===== src/rtl/regfile_seq_pkg.sv =====
// Shared definitions for the register-file access sequencer: command opcodes,
// FSM states and register-file geometry.
package regfile_seq_pkg;

    localparam int unsigned NUM_REGS = 32;
    localparam int unsigned REG_NULL = 0;

    typedef enum logic [1:0] {
        OP_LDI  = 2'd0,
        OP_MOV  = 2'd1,
        OP_SWAP = 2'd2,
        OP_CLR  = 2'd3
    } op_e;

    typedef enum logic [2:0] {
        IDLE,
        RD_A,
        RD_B,
        WR_A,
        WR_B,
        CLR
    } state_e;

endpackage


===== src/rtl/regfile_seq.sv =====
// Register-file access sequencer: runs LDI/MOV/SWAP/CLR commands through the
// regfile's single write port and S-bus read port, one command at a time.
module regfile_seq
    import regfile_seq_pkg::*;
#(
    parameter int unsigned DATA_W = 32,
    parameter int unsigned SEL_W  = 5
) (
    input  logic              clk,
    input  logic              rst_n,
    input  logic              cmd_valid,
    output logic              cmd_ready,
    input  logic [1:0]        cmd_op,
    input  logic [SEL_W-1:0]  cmd_dst,
    input  logic [SEL_W-1:0]  cmd_src,
    input  logic [DATA_W-1:0] cmd_imm,
    output logic              busy,
    output logic              done,
    output logic [DATA_W-1:0] rf_sbus_in,
    output logic [SEL_W-1:0]  rf_write_select,
    output logic [SEL_W-1:0]  rf_sbus_select,
    input  logic [DATA_W-1:0] rf_sbus_out
);

    state_e              state_q, state_d;
    op_e                 op_q, op_d;
    logic [SEL_W-1:0]    dst_q, dst_d;
    logic [SEL_W-1:0]    src_q, src_d;
    logic [SEL_W-1:0]    cnt_q, cnt_d;
    logic [DATA_W-1:0]   imm_q, imm_d;
    logic [DATA_W-1:0]   tmp_a_q, tmp_a_d;
    logic [DATA_W-1:0]   tmp_b_q, tmp_b_d;
    logic [SEL_W-1:0]    wsel;

    always_ff @(posedge clk) begin
        if (!rst_n) begin
            state_q <= IDLE;
            op_q    <= OP_LDI;
            dst_q   <= '0;
            src_q   <= '0;
            cnt_q   <= '0;
            imm_q   <= '0;
            tmp_a_q <= '0;
            tmp_b_q <= '0;
        end else begin
            state_q <= state_d;
            op_q    <= op_d;
            dst_q   <= dst_d;
            src_q   <= src_d;
            cnt_q   <= cnt_d;
            imm_q   <= imm_d;
            tmp_a_q <= tmp_a_d;
            tmp_b_q <= tmp_b_d;
        end
    end

    always_comb begin
        state_d        = state_q;
        op_d           = op_q;
        dst_d          = dst_q;
        src_d          = src_q;
        cnt_d          = cnt_q;
        imm_d          = imm_q;
        tmp_a_d        = tmp_a_q;
        tmp_b_d        = tmp_b_q;
        cmd_ready      = 1'b0;
        busy           = 1'b0;
        done           = 1'b0;
        wsel           = '0;
        rf_sbus_in     = '0;
        rf_sbus_select = '0;

        case (state_q)
            IDLE: begin
                cmd_ready = 1'b1;
                if (cmd_valid) begin
                    op_d  = op_e'(cmd_op);
                    dst_d = cmd_dst;
                    src_d = cmd_src;
                    imm_d = cmd_imm;
                    case (op_e'(cmd_op))
                        OP_LDI:  state_d = WR_A;
                        OP_MOV:  state_d = RD_A;
                        OP_SWAP: state_d = RD_A;
                        OP_CLR: begin
                            state_d = CLR;
                            cnt_d   = SEL_W'(1);
                        end
                    endcase
                end
            end
            // Register 0 reads as zero here regardless of what the S-bus returns.
            RD_A: begin
                busy           = 1'b1;
                rf_sbus_select = src_q;
                tmp_a_d        = (src_q == SEL_W'(REG_NULL)) ? '0 : rf_sbus_out;
                state_d        = (op_q == OP_SWAP) ? RD_B : WR_A;
            end
            RD_B: begin
                busy           = 1'b1;
                rf_sbus_select = dst_q;
                tmp_b_d        = (dst_q == SEL_W'(REG_NULL)) ? '0 : rf_sbus_out;
                state_d        = WR_A;
            end
            WR_A: begin
                busy       = 1'b1;
                wsel       = dst_q;
                rf_sbus_in = (op_q == OP_LDI) ? imm_q : tmp_a_q;
                if (op_q == OP_SWAP) begin
                    state_d = WR_B;
                end else begin
                    done    = 1'b1;
                    state_d = IDLE;
                end
            end
            WR_B: begin
                busy       = 1'b1;
                wsel       = src_q;
                rf_sbus_in = tmp_b_q;
                done       = 1'b1;
                state_d    = IDLE;
            end
            CLR: begin
                busy  = 1'b1;
                wsel  = cnt_q;
                cnt_d = cnt_q + SEL_W'(1);
                if (cnt_q == '1) begin
                    done    = 1'b1;
                    cnt_d   = '0;
                    state_d = IDLE;
                end
            end
            default: state_d = IDLE;
        endcase
    end

    // A write state coinciding with reset must not commit at that edge.
    assign rf_write_select = rst_n ? wsel : '0;

endmodule


===== config.mk =====
export PLATFORM = sky130hd
export DESIGN_NAME = regfile_seq
export DESIGN_NICKNAME = d
export VERILOG_FILES = /design/src/rtl/regfile_seq_pkg.sv /design/src/rtl/regfile_seq.sv
export SDC_FILE = /design/constraint.sdc
export NUM_CORES = 1
export LEC_CHECK = 0
export ABC_AREA = 1
export ABC_CLOCK_PERIOD_IN_PS = 2350
export CORE_MARGIN = 10
export CORE_UTILIZATION = 35
export DETAILED_ROUTE_END_ITERATION = 8
export PLACE_DENSITY_LB_ADDON = 0.15
export SYNTH_ARGS = -nofsm -noshare
export SYNTH_HDL_FRONTEND = slang
export SYNTH_SLANG_ARGS = --single-unit

===== constraint.sdc =====
create_clock -name clk -period 2.35 [get_ports clk]
set_input_delay 0.47 -clock clk [delete_from_list [all_inputs] [get_ports clk]]
set_output_delay 0.47 -clock clk [all_outputs]
set_load 0.005 [all_outputs]

==> flow_summary.yaml, run 1 <==
status:
  status: "completed"
route:
  vias_per_cell: 5.28
  dr.pass1.iters: 5
  drc: 0
  routed-via-count: 5553
  routed_wl_um: 18600
  drt_iter0_drc: 452
  wl_per_cell_um: 17.7
  ant_nets: 0
final_layout:
  fin_nets: 936
  layout_commonest_cell: "nand2_1"
  multiInputGateArea_mm2: 0.00258
  final_cells: 1052
  drive_gt1_share_pct: 17.4
  layout_common_cells: "nand2_1, dfxtp_1, a21oi_1"
  num_antenna_cells: 0
  final_util_pct: 50.4
  area_growth_syn_to_layout_pct: 39.8
  nFillCells: 1403
  seq_area_mm2: 0.00234
  final_area_mm2: 0.00738
place:
  gp_congestion: 0.892
  io_buffer_count: 123
  placedInstanceArea_mm2: 0.00666
  hpwlAfterDp_um: 11700
  dp_cells: 1002
floorplan:
  initial_utilization_pct: 36.1
  die_h_um: 143
  core_area_mm2: 0.0146
  pin_count: 124
  rows: 44
  die_area_mm2: 0.0204
  die_w_um: 143
logic_synthesis:
  syn_area_per_cell_um2: 7.22
  synthFlopType: "dfxtp_1"
  synth-edff-count: 0
  yosysWarnings: 0
  ys_async_sr_fraction_pct: 0
  ys_ff_latch: 116
  netlist_area_mm2: 0.00528
  synth_cell_types: 28
  synth_cells: 732
  ys_seq_area_share_pct: 44.0
  syn_nets: 813
clocking:
  tritoncts: "built"
  htreeDepth: 4
  cts-root-buf: "clkbuf_16"
  cts.sinks: 116
  cts_made_buffers: 17
  clk_pin_slew_worst_paths_ps: 50
  clk_latency_ps: 420
  clock_path_buffers: 2
grt:
  grt_pass1_wl_um: 29100
  grt_antenna_before_repair: 1
  grt_start_max_net_pins: 75
  first_global_vias: 5518
  grt_use_total_pct: 18.1
  overflow: 0
setup_path:
  ff2ff_setup_slack_ps: 510
  path_cells: "nand2_4 -> nor2_4 -> buf_6 -> buf_4 -> clkbuf_16 -> o21ai_0 -> o21ai_1 -> clkbuf_2"
  start_kind: "flip-flop"
  critPathCaptureType: "output pin"
  arrival_ps: 1800
  cp_slowest_cell: "dfxtp_4"
  crit_path_max_fanout: 8
  cpPeakStageDelay_ps: 390
  r2r_end: "tmp_a_q[7]"
  critPathKind: "flip-flop to output pin"
  r2r_cells: 6
  required_ps: 1880
  reg2reg_from: "state_q[0]"
timing:
  setup-tns-final_ps: 0
  max_slew_margin_pct: 47.9
  holdWs_ps: 399
  setup_viol: 0
  rsz0062_at_grt: "true"
  clock_skew_ps: 5.60
  period_needed_ps: 2270
  period_share_pct: 96.4
  worst_slew_pin_slew_ps: 781
  final_hold_viol_count: 0
  clock.fmax_mhz: 441
  drv_slew: 0
power:
  p_leak_nw: 2.97
  power_density_mw_per_mm2: 911
  ir_worst_vdd_mv: 0.503
worst_hold_path:
  whs_endpoint: "cnt_q[0]"
  hold_path_class: "input port to flip-flop"
  hold_path_startpoint: "rst_n"
  holdPathStages: 3
job:
  drv_cap: 0
-- critical path, delay by kind of cell, from the launching register on --
family / cells / cell delay (ps)
compound gates: 2 / 270
flops: 1 / 390
buf+inv: 4 / 560
simple gates: 2 / 160
-- metal layers --
| metal | share of wire [%] | GRT usage (%) | vias up |
|---|---|---|---|
| met2 | 48 | 29.4 | 233 |
| met3 | 7.5 | 5.97 | 32 |
| met4 | 2.1 | 6.24 | 2 |
| met5 | 0.070 | 0 | - |
| li1 | - | - | 2720 |
| met1 | 43 | 21.9 | 2566 |
-- report_power, final --
group / total, mW / internal (mW) / switching [mW]
Combinational: 1.76 / 0.682 / 1.08
Sequential: 2.43 / 2.26 / 0.161
Clock: 2.54 / 1.62 / 0.911
Total: 6.72 / 4.57 / 2.15
-- per-stage QoR --
stage,power [mW],setup slack [ps]
detailed placement,4.07,82.2
global placement,4.04,99.4
floorplan,3.46,742
finish,6.72,84.9
CTS,6.71,-134
global route,7.08,-11.9
-- cell families after synthesis --
kind of cell               after synthesis  synth area share (%)
and+or+nand+nor                        251                  19.6
AOI/OAI and AO/OA                      271                  27.5
buffers and inverters                   92                  8.43
adders and majority gates                2                 0.474
DFF                                    116                  44.0
-- worst max path at each step --
stage | start | to | slack (ps) | depth (start not counted)
4_1_cts | state_q[1] | rf_write_select[2] | -130 | 9
2_1_floorplan | rst_n | rf_write_select[0] | 740 | 4
3_5_place_dp | cnt_q[1] | done | 80 | 7
5_1_grt | state_q[1] | rf_sbus_in[16] | -10 | 8
6_report | state_q[1] | rf_sbus_in[16] | 80 | 8
3_3_place_gp | cnt_q[1] | done | 100 | 7
-- Yosys cell counts (2+ instances only) --
master / instances / share of area, %
a21oi_2: 20 / 3.3
buf_2: 15 / 1.4
buf_6: 5 / 1.1
nor2_1: 41 / 2.9
buf_4: 11 / 1.6
nor3_2: 2 / 0.38
nand4_1: 2 / 0.24
inv_1: 31 / 2.2
ha_1: 2 / 0.47
dfxtp_1: 116 / 44
o22ai_1: 5 / 0.59
a21oi_1: 96 / 9.1
nor3_1: 2 / 0.19
o211ai_1: 4 / 0.57
o21ai_0: 105 / 9.9
nand3_1: 42 / 4.0
clkbuf_1: 28 / 2.0
nand2_1: 157 / 11
o21ai_1: 39 / 3.7
-- flip-flops by register name, summed over array words and instances (netlist names) --
name     flops
state_q      3
cnt_q        5
src_q        5
tmp_a_q     32
imm_q       32
tmp_b_q     32
dst_q        5
op_q         2
-- timing repair --
action / 4_1_cts / 5_1_grt
pin swaps: 5 / 19
resized for setup: 107 / 66
setup endpoints to repair: 45 / 37
gates cloned: 3 / 1
buffers inserted: 5 / 10
hold buffers: 0 / 0
-- final cells by class --
class | instances | area share, %
Multi-Input combinational cell | 524 | 35.0
Timing Repair Buffer | 163 | 20.6
Inverter | 33 | 1.75
Clock buffer | 21 | 6.37
Sequential cell | 116 | 31.7
Clock inverter | 11 | 1.46
Tap cell | 184 | 3.12
No activity file was read; power rests on OpenSTA's default activity.
==> run 2, diff against run 1 <==
Settings changed: CORE_MARGIN 10 to 4, GPL_TIMING_DRIVEN set to 0, SETUP_SLACK_MARGIN set to 0.15.
==> flow_summary.yaml, run 2 (synthesis results as in run 1) <==
status:
  status: "completed"
clocking:
  cts.sinks: 116
  cts_made_buffers: 17
  clock_path_buffers: 2
  tritoncts: "built"
  cts-root-buf: "clkbuf_16"
  clk_latency_ps: 420
  clk_pin_slew_worst_paths_ps: 50
  cts_hold_buf: 0
  htreeDepth: 4
setup_path:
  cp_slowest_cell: "dfxtp_2"
  critPathCaptureType: "output pin"
  critPathBufInv: 6
  cpPeakStageDelay_ps: 310
  critPathKind: "flip-flop to output pin"
  crit_path_max_fanout: 5
  start_kind: "flip-flop"
  arrival_ps: 1820
  crit_top_cell: "buf_6"
  critPathTopFamily: "buffers and inverters"
  crit_cells: 8
  r2r_cells: 9
  path_cells: "buf_6 -> buf_6 -> nor3_4 -> buf_6 -> clkinvlp_4 -> buf_6 -> o22ai_2 -> buf_2"
  ff2ff_setup_slack_ps: 620
  required_ps: 1880
final_layout:
  layout_common_cells: "nand2_1, dfxtp_1, a21oi_1"
  top_regs: "imm_q (32), tmp_a_q (32), tmp_b_q (32)"
  final_util_pct: 55.7
  seq_area_mm2: 0.00234
  nFillCells: 1349
  final_area_mm2: 0.00816
  multiInputGateArea_mm2: 0.00284
  fin_nets: 1006
  layout_commonest_cell: "nand2_1"
  num_antenna_cells: 0
  area_growth_syn_to_layout_pct: 54.4
  drive_gt1_share_pct: 28.5
route:
  dr.pass1.iters: 5
  routed_wl_um: 20500
  drt_iter0_drc: 640
  ant_nets: 0
  vias_per_cell: 5.41
  wl_per_cell_um: 18.2
  drc: 0
  routed-via-count: 6063
place:
  placedInstanceArea_mm2: 0.00672
  io_buffer_count: 121
  hpwlAfterDp_um: 13700
  gp_congestion: 0.846
timing:
  period_share_pct: 97.4
  final_hold_viol_count: 0
  clock.fmax_mhz: 437
  setup-tns-final_ps: 0
  max_slew_margin_pct: 58.0
  drv_slew: 0
  period_needed_ps: 2290
  clock_skew_ps: 7.33
  setup_viol: 0
  holdWs_ps: 419
  rsz0062_at_grt: "true"
  worst_slew_pin_slew_ps: 630
grt:
  grt_start_max_net_pins: 17
  overflow: 0
  grt_antenna_before_repair: 0
  first_global_vias: 5853
  grt_use_total_pct: 23.4
  grt_pass1_wl_um: 30700
worst_hold_path:
  hold_path_class: "input port to flip-flop"
  holdPathStages: 3
floorplan:
  die_h_um: 131
  initial_utilization_pct: 36.1
  core_area_mm2: 0.0146
  die_w_um: 131
  pin_count: 124
  rows: 44
  die_area_mm2: 0.0171
power:
  p_leak_nw: 3.30
  ir_worst_vdd_mv: 0.570
  power_density_mw_per_mm2: 908
  p_total_mw: 7.40
job:
  drv_cap: 0
## run 2: cell count changes in the layout (fill, tap and decap cells not counted), sizes merged
cell           delta
dlygate4sd2       -8
dlymetal6s2s      -3
bufbuf            -1
inv               -1
clkinvlp          +1
bufinv            +2
clkdlybuf4s15     -4
clkbuf            +5
clkinv            -2
buf              +80
## run 2: power by group
group	switching [mW]	internal, mW
clock network	0.905	1.81
logic	1.30	0.923
registers	0.204	2.27
total	2.40	5.00
## run 2: tightest hold or removal path, cell delays in order
cell and delay, ps:
buf_2 160, nand3_1 100, a21oi_1 60
## run 2: layout make-up
type | instances | share of cell area, %
Buffer | 59 | 5.57
Clock buffer | 20 | 5.60
Clock inverter | 11 | 1.93
Inverter | 33 | 1.75
Multi-Input combinational cell | 524 | 34.8
Sequential cell | 116 | 28.7
Tap cell | 184 | 2.82
Timing Repair Buffer | 174 | 18.9
## run 2: routing by layer
layer,vias to the layer above,global-route usage (%),routed length [um]
li1,2857,-,-
met3,36,5.24,1770
met1,2880,30.1,8430
met5,-,0,0
met4,0,8.29,386
met2,290,38.6,9880
## run 2: worst paths after layout
check                 endpoint  startpoint
max          rf_sbus_select[1]  state_q[2]
min                   imm_q[5]   cmd_valid
max reg2reg           dst_q[3]  state_q[0]
min reg2reg          imm_q[22]   imm_q[22]
## run 2: per-stage QoR
step / setup slack (ps) / cells
finish: 61.7 / 1121
global placement: -276 / 1037
global route: -17.4 / 1121
detailed placement: -253 / 1037
floorplan: 742 / 732
CTS: 10.7 / 1105
## run 2: timing repair
action                     CTS  global route
setup endpoints to repair   45            42
buffers inserted            36            16
cloned                       1             0
pin swaps                   34            40
gates resized for setup    285           102
